$ cat config.mk
export PLATFORM = sky130hd
export DESIGN_NAME = fx_match_arbiter
export DESIGN_NICKNAME = d
export VERILOG_FILES = /design/src/rtl/fx_match_arbiter.sv
export SDC_FILE = /design/constraint.sdc
export NUM_CORES = 1
export LEC_CHECK = 0
export CAP_MARGIN = 10
export CORE_UTILIZATION = 50
export DETAILED_ROUTE_END_ITERATION = 7
export HOLD_SLACK_MARGIN = 0.03
export PLACE_DENSITY_LB_ADDON = 0.25
export RECOVER_POWER = 100
export SETUP_SLACK_MARGIN = 0.2
export SLEW_MARGIN = 0
export SYNTH_ARGS = -nofsm -noshare
export SYNTH_HDL_FRONTEND = slang
export SYNTH_SLANG_ARGS = --single-unit
$ cat constraint.sdc
create_clock -name clk -period 12.6 [get_ports clk]
set_clock_uncertainty 0.1 [all_clocks]
set_input_delay 1.26 -clock clk [delete_from_list [all_inputs] [get_ports clk]]
set_output_delay 1.26 -clock clk [all_outputs]
set_load 0.005 [all_outputs]
$ cat src/rtl/fx_match_arbiter.sv
// Round-robin shared requantizer: NREQ requesters feed one shift/round/saturate datapath
// behind a 2-stage valid/ready pipeline. Define FXM_SAT_FLAG_EN to add o_sat and sat_cnt.
module fx_match_arbiter #(
    parameter int NREQ = 4,
    parameter int IW   = 13,
    parameter int OW   = 10,
    parameter int SHW  = 4,
    parameter int RND  = 1
) (
    input  logic                      clk,
    input  logic                      rst_n,
    input  logic [NREQ-1:0]           req_valid,
    output logic [NREQ-1:0]           req_ready,
    input  logic [NREQ*IW-1:0]        req_data,
    input  logic [NREQ*SHW-1:0]       req_shift,
    output logic                      o_valid,
    input  logic                      o_ready,
    output logic [OW-1:0]             o_data,
    output logic [$clog2(NREQ)-1:0]   o_id,
    output logic                      busy
`ifdef FXM_SAT_FLAG_EN
    ,
    output logic                      o_sat,
    output logic [15:0]               sat_cnt
`endif
);

    localparam int IDW = $clog2(NREQ);
    localparam logic signed [IW:0] SAT_MAX = {{(IW+2-OW){1'b0}}, {(OW-1){1'b1}}};
    localparam logic signed [IW:0] SAT_MIN = {{(IW+2-OW){1'b1}}, {(OW-1){1'b0}}};
    localparam logic [OW-1:0]      OUT_MAX = {1'b0, {(OW-1){1'b1}}};
    localparam logic [OW-1:0]      OUT_MIN = {1'b1, {(OW-1){1'b0}}};

    logic                 s1_valid_q;
    logic [IW-1:0]        s1_data_q;
    logic [SHW-1:0]       s1_shift_q;
    logic [IDW-1:0]       s1_id_q;
    logic                 o_valid_q;
    logic [OW-1:0]        o_data_q;
    logic [IDW-1:0]       o_id_q;
    logic [IDW-1:0]       ptr_q;

    logic [IW-1:0]        s1_data_d;
    logic [SHW-1:0]       s1_shift_d;
    logic [OW-1:0]        o_data_d;
    logic [IDW-1:0]       ptr_d;

    logic                 s2Adv;
    logic                 s1Accept;
    logic                 grantValid;
    logic                 take;
    logic [NREQ-1:0]      reqRot;
    logic [IDW-1:0]       grantOff;
    logic [IDW-1:0]       grantIdx;
    logic [IDW:0]         grantSum;
    logic [IDW:0]         nextSum;
    int                   effShift;
    logic signed [IW:0]   widened;
    logic signed [IW:0]   shifted;

`ifdef FXM_SAT_FLAG_EN
    logic                 o_sat_q;
    logic                 o_sat_d;
    logic [15:0]          sat_cnt_q;
`endif

    assign s2Adv    = !o_valid_q || o_ready;
    assign s1Accept = !s1_valid_q || s2Adv;
    // Reset also blocks the handshake so no requester sees a phantom accept.
    assign take     = grantValid && s1Accept && rst_n;

    always_comb begin
        reqRot     = NREQ'({req_valid, req_valid} >> ptr_q);
        grantValid = |reqRot;
        grantOff   = '0;
        for (int j = NREQ - 1; j >= 0; j--) begin
            if (reqRot[j]) begin
                grantOff = IDW'(j);
            end
        end
        grantSum = {1'b0, ptr_q} + {1'b0, grantOff};
        if (grantSum >= (IDW+1)'(NREQ)) begin
            grantSum = grantSum - (IDW+1)'(NREQ);
        end
        grantIdx = grantSum[IDW-1:0];
        nextSum  = {1'b0, grantIdx} + (IDW+1)'(1);
        ptr_d    = (nextSum == (IDW+1)'(NREQ)) ? '0 : nextSum[IDW-1:0];
    end

    always_comb begin
        req_ready  = '0;
        s1_data_d  = '0;
        s1_shift_d = '0;
        for (int i = 0; i < NREQ; i++) begin
            if (grantIdx == IDW'(i)) begin
                req_ready[i] = take;
                s1_data_d    = req_data[i*IW +: IW];
                s1_shift_d   = req_shift[i*SHW +: SHW];
            end
        end
    end

    // Shift clamps at IW-1 so oversized shift fields never wrap.
    always_comb begin
        effShift = (int'(s1_shift_q) > IW - 1) ? IW - 1 : int'(s1_shift_q);
        widened  = {s1_data_q[IW-1], s1_data_q};
        if (RND != 0 && effShift > 0) begin
            widened = widened + ((IW+1)'(1) << (effShift - 1));
        end
        shifted = widened >>> effShift;
        if (shifted > SAT_MAX) begin
            o_data_d = OUT_MAX;
        end else if (shifted < SAT_MIN) begin
            o_data_d = OUT_MIN;
        end else begin
            o_data_d = shifted[OW-1:0];
        end
`ifdef FXM_SAT_FLAG_EN
        o_sat_d = (shifted > SAT_MAX) || (shifted < SAT_MIN);
`endif
    end

    always_ff @(posedge clk or negedge rst_n) begin
        if (!rst_n) begin
            s1_valid_q <= 1'b0;
            s1_data_q  <= '0;
            s1_shift_q <= '0;
            s1_id_q    <= '0;
            o_valid_q  <= 1'b0;
            o_data_q   <= '0;
            o_id_q     <= '0;
            ptr_q      <= '0;
`ifdef FXM_SAT_FLAG_EN
            o_sat_q    <= 1'b0;
            sat_cnt_q  <= '0;
`endif
        end else begin
            if (take) begin
                ptr_q <= ptr_d;
            end
            if (s1Accept) begin
                s1_valid_q <= take;
                if (take) begin
                    s1_data_q  <= s1_data_d;
                    s1_shift_q <= s1_shift_d;
                    s1_id_q    <= grantIdx;
                end
            end
            if (s2Adv) begin
                o_valid_q <= s1_valid_q;
                if (s1_valid_q) begin
                    o_data_q <= o_data_d;
                    o_id_q   <= s1_id_q;
`ifdef FXM_SAT_FLAG_EN
                    o_sat_q  <= o_sat_d;
`endif
                end
            end
`ifdef FXM_SAT_FLAG_EN
            if (o_valid_q && o_ready && o_sat_q && (sat_cnt_q != 16'hFFFF)) begin
                sat_cnt_q <= sat_cnt_q + 16'd1;
            end
`endif
        end
    end

    assign o_valid = o_valid_q;
    assign o_data  = o_data_q;
    assign o_id    = o_id_q;
    assign busy    = s1_valid_q || o_valid_q;
`ifdef FXM_SAT_FLAG_EN
    assign o_sat   = o_sat_q;
    assign sat_cnt = sat_cnt_q;
`endif

endmodule

Yosys cells after proc, flatten, opt, wreduce, memory -nomap -nowiden
Cells that the tools add are included.
Widths: inputs -> output; s select.
- memories kept: 0
- bits in writable memories: 0
- flip-flop bits (word level): 35
- logic and storage cells: 58
- bits in latches: 0
- ROM bits: 0
- add/subtract/negate cells: 5
- divide/modulo/power cells: 0
- multiplexer cells: 22
- order comparisons: 5
- equality and inequality tests: 4
- multipliers: 0
- shifts and indexed selects: 3
- reductions and logical operators: 11
- bitwise logic cells: 0
- operator list (kind ; count):
    $mux 13 ; 4
    $shl 1x32->14 const A ; 1
    $mux 10 ; 2
    $mux 4 ; 5
    $add 13x14->14 ; 1
    $gt 14x10->1 const B ; 1
    $lt 14x10->1 const B ; 1
    $mux 14 ; 1
    $sshr 14x4->14 ; 1
    $mux 2 ; 6
    $shr 8x2->4 ; 1
    $sub 4x1->5 const B ; 1
    $eq 2x2->1 const B ; 2
    $gt 4x1->1 const B ; 1
    $gt 4x4->1 const B ; 1
    $mux 1 ; 4
    $reduce_and 2->1 ; 2
    $reduce_or 4->1 ; 1
    $add 2x1->3 const B ; 1
    $add 2x2->3 ; 1
    $eq 3x3->1 const B ; 1
    $ge 3x3->1 const B ; 1
    $logic_or 1x1->1 ; 3
    $eq 2x1->1 const B ; 1
    other kinds (4) ; 6

Longest topological paths before layout
Gate-level depths: netlist of the first run.
- depth in word-level cells: 13
- mapped depth: 22

Worst setup path before layout of the first run
No wires, ideal clock.
- kind: register to register
- start: register s1_shift_q[3]
- end: register o_data_q[1] (netlist: o_data[1])
- stages on the path, launching flop included: 23
- setup time: 0.095 ns
- arrival: 4.749 ns
- path slack: 7.656 ns
- path through: dfrtp_1 buf_2 nand2_1 and2_1 buf_2 inv_2 clkbuf_1 ha_1 clkbuf_1 nand2b_1 nor2_1 a31oi_1 nor3b_1 ha_1 and2_4 a2111o_1 o2111a_2 o21a_1 o21ai_1 o2111ai_1 a31oi_4 a311oi_4 o31ai_1
- word-level cells in the longest chain between the ends: 10
- elaborated cells between the ends (all ways): 12
- RTL lines (what ; line ; text):
    start, declared ; 36 ; logic [SHW-1:0] s1_shift_q;
    start signal, assigned ; 145 ; s1_shift_q <= s1_shift_d;
    $gt 4x4->1 ; 105 ; effShift = (int'(s1_shift_q) > IW - 1) ? IW - 1 : int'(s1_shift_q);
    $mux 4 * ; 105 ;
    $sub 4x1->5 ; 108 ; widened = widened + ((IW+1)'(1) << (effShift - 1));
    $shl 1x32->14 ; 108 ;
    $add 13x14->14 ; 108 ;
    $mux 14 ; 107 ; if (RND != 0 && effShift > 0) begin
    $sshr 14x4->14 * ; 110 ; shifted = widened >>> effShift;
    $lt 14x10->1 ; 113 ; end else if (shifted < SAT_MIN) begin
    $mux 10 ; 113 ;
    $mux 10 * ; 111 ; if (shifted > SAT_MAX) begin
    end signal, assigned ; 152 ; o_data_q <= o_data_d;
    end, declared ; 39 ; logic [OW-1:0] o_data_q;
Every way passes the cells marked *; elsewhere a longest branch is shown, timed or not.
A chain may end at the register's enable or synchronous reset.

Worst setup path after layout of the first run
- start: input rst_n
- end: output req_ready[3]
- word-level cells in the longest chain between the ends: 2
- RTL lines (what ; line ; text):
    start, declared ; 11 ; input logic rst_n,
    $logic_and 1x1->1 ; 70 ; assign take = grantValid && s1Accept && rst_n;
    $mux 1 ; 95 ; if (grantIdx == IDW'(i)) begin
    end, declared ; 13 ; output logic [NREQ-1:0] req_ready,
Every way passes these cells.

==> impl_metrics.ini, run 1 <==
[synthesis]
synth_most_common_cell = nor2_1
synth_cell_types = 71
synth_nets = 689
synth-main-ff-cell = dfrtp_1
synthesis.area_um2 = 4130
ys.warnings.count = 0
synth_common_cells = nor2_1 (102), a21oi_1 (93), nand2_1 (72), dfrtp_1 (35), o21ai_0 (32)
yosys.area.top_type = dfrtp_1
async_flop_share_pct = 100
yosys-top-cells-area = dfrtp_1 (21%), a21oi_1 (11%), nor2_1 (9.3%), nand2_1 (6.5%), ha_1 (6.1%)
syn_inst = 593
synth_edf_count = 0
syn_area_per_cell_um2 = 6.96
synth-seq-cells = 35
ys_seq_area_share_pct = 21.2
yosysTopAreaCellShare_pct = 21.2

[setup_path]
crit_family = buffers and inverters
arrival_ns = 5.84
critPathRequiredTime_ns = 11.24
endpoint_kind = output port
setup.worst_path.start_class = primary input
max_stage_delay_ns = 1.36
critPathMaxFanout = 43
worst-path-buf-inv = 4
path_cells = dlygate4sd3_1, clkbuf_1, o41ai_1, a21oi_4, clkbuf_1, and2_1, dlygate4sd3_1
critPathSlowestCell = clkbuf_1
critPathKind = in -> out

[cts]
cts.htree.levels = 2
cts_setup_buffers = 0
tritoncts = built
clk_pin_slew_ns = 0.07
cts_made_buffers = 5
clock_sinks = 35
cts_max_path_buffers = 2
clk-insertion-delay-late_ns = 0.29
ctsResizeCount = 0
cts_hold_buf = 0
cts-root-buf = clkbuf_8

[place]
place_area_um2 = 5050
gp_congestion = 0.934
portBuffers = 92
place_hpwl_mm = 9.26

[global_routing]
gr-total-overflow = 0
antenna_found_initial = 0
first_global_vias = 4399
grt_usage_pct = 28.9
grt_max_degree = 44
grt_pass1_wl_mm = 20.4

[die]
die_w_um = 92.8
start_util_pct = 52.6
die_area_um2 = 8620
die_h_um = 92.8
io_pins = 93
core_area_um2 = 7850
num_rows = 32

[drt]
via_per_inst = 6.16
drc = 0
drt-initial-drc-count = 333
wl_per_cell_um = 16.1
vias = 4665
drtAntennaViolNets = 0
detail_route.wirelength_mm = 12.2
drtPass1Iterations = 5

[pwr]
p_per_area_nw_per_um2 = 335
vdd_ir_drop_max_mv = 0.248
p_leak_uw = 0.00208
power_uw = 1720

[sta]
hold_viol = 0
slew_headroom_pct = -26.4
rsz0062_at_grt = false
fin_crit_sh_pct = 57.1
post-route-min-period_ns = 7.20
max_clock_freq_ghz = 0.139
setup_viol = 0
finalSetupTns_ns = 0
tightest_slew_ns = 1.90
drv_slew = 81

[layout]
fin_area_um2 = 5130
fillers = 696
nets = 750
drive_above_1_share_pct = 5.50
antennaDiodeCount = 0
area_growth_pct = 24.4

[status]
outcome = complete, but fails checks
failed_checks = max-capacitance violations, max-slew violations

[run]
cap_violations = 2

[worst_hold_path]
holdCritPathClass = reg -> reg
[kinds of logic after synthesis]
| group | Yosys count | share of synthesized area, % |
|---|---|---|
| and+or+nand+nor | 249 | 28.0 |
| muxes | 20 | 5.34 |
| buffers and inverters | 54 | 5.18 |
| adders and majority gates | 21 | 6.55 |
| xor gates and xnor gates | 12 | 2.73 |
| DFF | 35 | 21.2 |
| AOI/OAI and AO/OA | 202 | 31.0 |
[cell usage in the layout, fill, tap and decap left out, types with 6 or more instances in the layout]
master / instances
mux2_2: 6
o21ai_0: 34
dlygate4sd3_1: 17
a21oi_1: 92
or2_2: 7
nand3_1: 7
nor2b_1: 7
nand2_1: 72
xor2_1: 7
nor3_1: 6
nand2b_1: 11
clkdlybuf4s50_1: 75
ha_1: 20
o22ai_1: 13
dfrtp_1: 35
and2_0: 6
nor2_1: 102
mux2i_1: 13
inv_1: 9
[per-layer routing]
| metal | vias up | track usage [%] | wire [um] |
|---|---|---|---|
| li1 | 2259 | - | - |
| met1 | 2169 | 38.5 | 5270 |
| met2 | 214 | 49.1 | 5880 |
| met3 | 23 | 3.53 | 859 |
| met4 | 0 | 7.56 | 162 |
| met5 | - | 0 | 0 |
[path summary, 6_finish.rpt]
check                         startpoint             to  slack, ns  cells past startpoint
setup / recovery                   rst_n   req_ready[3]       5.40                      7
hold / removal                s1_id_q[0]        o_id[0]       0.38                      2
setup reg to reg           s1_shift_q[2]      o_data[8]       5.88                     18
hold reg to reg               s1_id_q[0]        o_id[0]       0.38                      2
max in group asynchronous          rst_n  s1_data_q[11]       9.36                      2
min in group asynchronous          rst_n      o_data[5]       1.94                      2
[layout make-up]
type	instances	area (um^2)	area share (%)
tap	102	128	2.49
multi-input combinational	504	3020	58.9
inverter	11	41.3	0.804
clock buffer	5	68.8	1.34
clock inverter	3	43.8	0.853
timing repair buffer	97	951	18.5
sequential	35	876	17.1
[through the flow]
stage / hold WS (ns) / std cells / utilization [%] / setup WS, ns
after detailed placement: 0.365 / 749 / 64.4 / 6.60
after global placement: 0.355 / 749 / 64.4 / 6.79
after floorplan: 0.335 / 593 / - / 7.66
final: 0.383 / 757 / 65.4 / 5.40
after CTS: 0.384 / 757 / 65.8 / 6.57
after global routing: 0.404 / 757 / 65.4 / 4.74
[power by group]
group          total (uW)  switching, uW  internal, uW
Sequential            259           92.4           167
Combinational        1360            810           550
Clock                 102           43.3          58.9
Total                1720            946           776
[worst min-delay path: stages (launching register included)]
cell and delay, ns:
dfrtp_1 0.35, nand2_1 0.05, nand2_1 0.05
[sequential cells by signal, summed over array words and instances, names as in the netlist]
name	count
s1_id_q	2
o_valid	1
s1_data_q	13
s1_valid_q	1
s1_shift_q	4
o_id	2
o_data	10
ptr_q	2
No activity file was read; power rests on OpenSTA's default activity.
==> inputs of run 2 (changes only) <==
--- a/config.mk
+++ b/config.mk
@@ -6,7 +6,7 @@
 export NUM_CORES = 1
 export LEC_CHECK = 0
 export CAP_MARGIN = 10
-export CORE_UTILIZATION = 50
+export CORE_UTILIZATION = 47
 export DETAILED_ROUTE_END_ITERATION = 7
 export HOLD_SLACK_MARGIN = 0.03
 export PLACE_DENSITY_LB_ADDON = 0.25
==> constraint.sdc (replaced) <==
create_clock -name clk -period 6.1 [get_ports clk]
set_clock_uncertainty 0.1 [all_clocks]
set_input_delay 0.61 -clock clk [delete_from_list [all_inputs] [get_ports clk]]
set_output_delay 0.61 -clock clk [all_outputs]
set_load 0.005 [all_outputs]
==> impl_metrics.ini, run 2 (synthesis gave the netlist of run 1 again) <==
[worst_hold_path]
holdCritPathClass = reg -> reg

[global_routing]
grt_max_degree = 44
first_global_vias = 4325
gr-total-overflow = 0
grt_usage_pct = 28.1
antenna_found_initial = 0
grt_pass1_wl_mm = 20.2

[cts]
ctsResizeCount = 0
cts_made_buffers = 5
cts-root-buf = clkbuf_8
cts.htree.levels = 2
tritoncts = built
clk_pin_slew_ns = 0.07
cts_setup_buffers = 0
clk-insertion-delay-late_ns = 0.29
cts_max_path_buffers = 2
cts_hold_buf = 0
clock_sinks = 35

[place]
gp_congestion = 0.910
portBuffers = 92
place_hpwl_mm = 9.61
place_ws_ns = 1.20

[pwr]
power.switching_uw = 1970
internal-power_uw = 1600
p_leak_uw = 0.00210
clockPowerShare_pct = 4.7
power_frac_comb_pct = 82.4
vdd_ir_drop_max_mv = 0.512
swShare_pct = 55.2
seqPwrFrac_pct = 12.9
p_per_area_nw_per_um2 = 691

[setup_path]
critPathRequiredTime_ns = 6.16
crit_family = compound AO/OA/AOI/OAI gates
setup.worst_path.start_class = register
critPathKind = reg -> reg
max_stage_delay_ns = 0.47
endpoint_kind = register
path_cells = nand2_1, and2_0, inv_2, ha_1, nand2b_1, nor2_1, a31oi_1, nor3b_1, ha_1, and2_0, a2111o_1, o21a_1, o221ai_1, o21ai_1, a221oi_1, o21ai_0, o21ai_2, o22ai_1
worst-path-buf-inv = 1
critPathSlowestCell = a2111o_1
arrival_ns = 5.23
critPathMaxFanout = 19

[sta]
setup_viol = 0
post-route-min-period_ns = 5.17
finalSetupTns_ns = 0
drv_slew = 37
fin_crit_sh_pct = 84.7
final.setup.worst_slack_ns = 0.934
rsz0062_at_grt = false
tightest_slew_ns = 1.82
hold_viol = 0
slew_headroom_pct = -21.2
max_clock_freq_ghz = 0.194

[drt]
drt-initial-drc-count = 208
via_per_inst = 5.97
drtPass1Iterations = 5
vias = 4576
drc = 0
detail_route.wirelength_mm = 12.3
wl_per_cell_um = 16.0
drtAntennaViolNets = 0

[status]
failed_checks = max-capacitance violations, max-slew violations
outcome = complete, but fails checks

[layout]
area_growth_pct = 25.5
regMostFlops = s1_data_q
nets = 756
antennaDiodeCount = 0
drive_above_1_share_pct = 6.81
largest_reg_flops = 13
final_common_cell = nor2_1
final_cell_mix = nor2_1 (102), a21oi_1 (92), clkdlybuf4s50_1 (74)

[run]
cap_violations = 1

[die]
num_rows = 33
core_area_um2 = 8340
die_h_um = 95.7
start_util_pct = 49.5
die_area_um2 = 9160
die_w_um = 95.7
io_pins = 93
run 2: worst reg2reg max path, stage by stage, from the launching register on:
cell,delay [ns]
dfrtp_1,0.39
nand2_1,0.09
and2_0,0.46
inv_2,0.29
ha_1,0.40
nand2b_1,0.24
nor2_1,0.10
a31oi_1,0.06
nor3b_1,0.24
ha_1,0.33
and2_0,0.22
a2111o_1,0.47
o21a_1,0.20
o221ai_1,0.23
o21ai_1,0.24
a221oi_1,0.32
o21ai_0,0.18
o21ai_2,0.33
o22ai_1,0.15
run 2: per-stage QoR:
step	cell area (um^2)	utilization, %	hold WS, ns	power [uW]	cells
2_1_floorplan	4130	-	0.214	2680	593
3_5_place_dp	5100	61.1	0.365	3380	758
5_1_grt	5180	62.1	0.405	3950	766
6_report	5180	62.1	0.385	3580	766
3_3_place_gp	5100	61.1	0.353	3340	758
4_1_cts	5180	62.2	0.384	3560	766
run 2: power by group through the flow:
stage               registers, uW  logic [uW]  clock network [uW]
global route                  474        3300                 178
floorplan                     424        2250                   0
detailed placement            464        2920                   0
global placement              461        2880                   0
finish                        463        2950                 167
CTS                           461        2930                 168
run 2: path summary, 6_finish.rpt:
path / start / end / slack [ns] / cells past startpoint
setup / recovery: s1_shift_q[3] / o_data[8] / 0.93 / 18
min in group asynchronous: rst_n / o_data[7] / 1.23 / 2
setup reg to reg: s1_shift_q[3] / o_data[8] / 0.93 / 18
hold reg to reg: s1_id_q[0] / o_id[0] / 0.38 / 2
max in group asynchronous: rst_n / s1_data_q[4] / 3.61 / 2
hold / removal: s1_id_q[0] / o_id[0] / 0.38 / 2
run 2: layer usage:
metal  vias to the layer above  wire length (um)  global-route usage [%]
met5                         -                 0                       0
li1                       2274                 -                       -
met1                      2094              5390                    36.7
met4                         0               366                    11.3
met2                       177              5740                    46.5
met3                        31               786                    4.42
run 2: final cells by class:
cell class	instances	area (um^2)
clock buffer	6	72.6
clock inverter	2	12.5
fill	765	3160
inverter	11	41.3
multi-input combinational	504	3050
sequential	35	876
tap	105	131
timing repair buffer	103	1000
==> inputs of run 3 (changes only) <==
--- a/config.mk
+++ b/config.mk
@@ -6,7 +6,7 @@
 export NUM_CORES = 1
 export LEC_CHECK = 0
 export CAP_MARGIN = 10
-export CORE_UTILIZATION = 47
+export CORE_UTILIZATION = 50
 export DETAILED_ROUTE_END_ITERATION = 7
 export HOLD_SLACK_MARGIN = 0.03
 export PLACE_DENSITY_LB_ADDON = 0.25
==> constraint.sdc (replaced) <==
create_clock -name clk -period 5.34 [get_ports clk]
set_clock_uncertainty 0.1 [all_clocks]
set_input_delay 0.534 -clock clk [delete_from_list [all_inputs] [get_ports clk]]
set_output_delay 0.534 -clock clk [all_outputs]
set_load 0.005 [all_outputs]
==> impl_metrics.ini, run 3 (synthesis gave the netlist of run 1 again) <==
[worst_hold_path]
holdCritPathClass = reg -> reg
hp-start = s1_id_q[0]

[layout]
drive_above_1_share_pct = 7.54
nets = 758
final_util_pct = 66.3
regMostFlops = s1_data_q
area_growth_pct = 26.1
final_common_cell = nor2_1
final_cell_mix = nor2_1 (102), a21oi_1 (92), clkdlybuf4s50_1 (75)
fin_area_um2 = 5200
largest_reg_flops = 13
antennaDiodeCount = 0

[cts]
cts_hold_buf = 0
cts_max_path_buffers = 2
clock_sinks = 35
cts-root-buf = clkbuf_8
tritoncts = built
clk_pin_slew_ns = 0.08
cts.htree.levels = 2
clk-insertion-delay-late_ns = 0.29
cts_made_buffers = 5

[die]
io_pins = 93
die_area_um2 = 8620
core_area_um2 = 7850
start_util_pct = 52.6
die_h_um = 92.8
die_w_um = 92.8
num_rows = 32

[drt]
detail_route.wirelength_mm = 12.7
met3WireLength_um = 736
via_per_inst = 6.04
drc = 0
vias = 4620
drt-met1-wl_mm = 5.61
drtAntennaViolNets = 0
drtPass1Iterations = 4
drt-initial-drc-count = 258
top_layer_used = met4
route.met2.wl_mm = 5.97
wl_per_cell_um = 16.6

[sta]
setup_viol = 0
post-route-min-period_ns = 4.81
hold_viol = 0
slew_headroom_pct = -25.0
finalSetupTns_ns = 0
rsz0062_at_grt = false
drv_slew = 37
fin_crit_sh_pct = 90.0
final.setup.worst_slack_ns = 0.534
tightest_slew_ns = 1.87
worst_hold_slack_ns = 0.375
max_clock_freq_ghz = 0.208

[pwr]
power_frac_comb_pct = 82.9
clockPowerShare_pct = 4.5
seqPwrFrac_pct = 12.6
p_leak_uw = 0.00210
swShare_pct = 55.5
vdd_ir_drop_max_mv = 0.502
p_per_area_nw_per_um2 = 802
power.switching_uw = 2310
internal-power_uw = 1860

[setup_path]
max_stage_delay_ns = 0.38
critPathKind = reg -> reg
critPathLaunch = s1_shift_q[2]
path_cells = nand2_1, and2_1, clkinvlp_4, buf_4, ha_4, nand3_1, nor2_1, ha_1, inv_1, fa_1, nor2b_1, o21a_1, nor2_1, o221ai_1, o21ai_1, a221oi_1, o21ai_0, o21ai_2, buf_4, o22ai_1
setup.worst_path.start_class = register
arrival_ns = 4.86
worst-path-buf-inv = 4
crit_family = compound AO/OA/AOI/OAI gates
critPathMaxFanout = 13
critPathSlowestCell = dfrtp_1
critPathRequiredTime_ns = 5.39
reg2reg_from = s1_shift_q[2]
endpoint_kind = register

[status]
outcome = complete, but fails checks
failed_checks = max-capacitance violations, max-slew violations

[place]
gp_congestion = 0.964
place_hpwl_mm = 9.86
place_ws_ns = 0.362
portBuffers = 92
place_area_um2 = 5090

[global_routing]
antenna_found_initial = 0
gr-total-overflow = 0
grt_max_degree = 37
grt_pass1_wl_mm = 20.9
grt_usage_pct = 30.2
first_global_vias = 4322

[run]
cap_violations = 1
[run 3: worst register-to-register path, cell delays in order, from the launching register on]
cell and delay [ns]:
dfrtp_1 0.38, nand2_1 0.10, and2_1 0.29, clkinvlp_4 0.17, buf_4 0.18, ha_4 0.34, nand3_1 0.13, nor2_1 0.11
ha_1 0.22, inv_1 0.07, fa_1 0.37, nor2b_1 0.25, o21a_1 0.32, nor2_1 0.08, o221ai_1 0.31, o21ai_1 0.25
a221oi_1 0.36, o21ai_0 0.21, o21ai_2 0.17, buf_4 0.16, o22ai_1 0.10
[run 3: final cells by class]
type | count | area, um^2
sequential | 35 | 876
tap | 102 | 128
fill | 706 | 2640
inverter | 11 | 47.5
multi-input combinational | 504 | 3060
timing repair buffer | 105 | 1010
clock inverter | 2 | 12.5
clock buffer | 6 | 72.6
[run 3: metal layers]
layer	up-vias	GRT usage, %
li1	2274	-
met1	2128	40.0
met2	188	50.2
met3	30	3.78
met4	0	10.9
met5	-	0
[run 3: worst paths after layout]
| check | end | depth (start not counted) | slack, ns |
|---|---|---|---|
| setup / recovery | o_data[5] | 20 | 0.53 |
| hold / removal | o_id[0] | 2 | 0.38 |
| setup reg to reg | o_data[5] | 20 | 0.53 |
| hold reg to reg | o_id[0] | 2 | 0.38 |
| max in group asynchronous | s1_data_q[5] | 2 | 2.92 |
| min in group asynchronous | o_data[5] | 2 | 1.12 |
[run 3: power by group through the flow]
stage                     logic, uW  clock network [uW]  registers, uW
after floorplan                2570                   0            485
after global placement         3310                   0            524
after detailed placement       3370                   0            530
after CTS                      3390                 193            526
after global routing           3840                 206            544
final                          3460                 188            527
[run 3: metrics by stage]
stage / instances / power [uW]
finish: 765 / 4170
global route: 765 / 4590
CTS: 762 / 4100
detailed placement: 754 / 3900
global placement: 754 / 3840
floorplan: 593 / 3060
[run 3: timing repair]
item | 4_1_cts | 5_1_grt
gates resized for setup | 0 | 8
buffers inserted | 0 | 3
endpoints found under the setup margin | 0 | 9
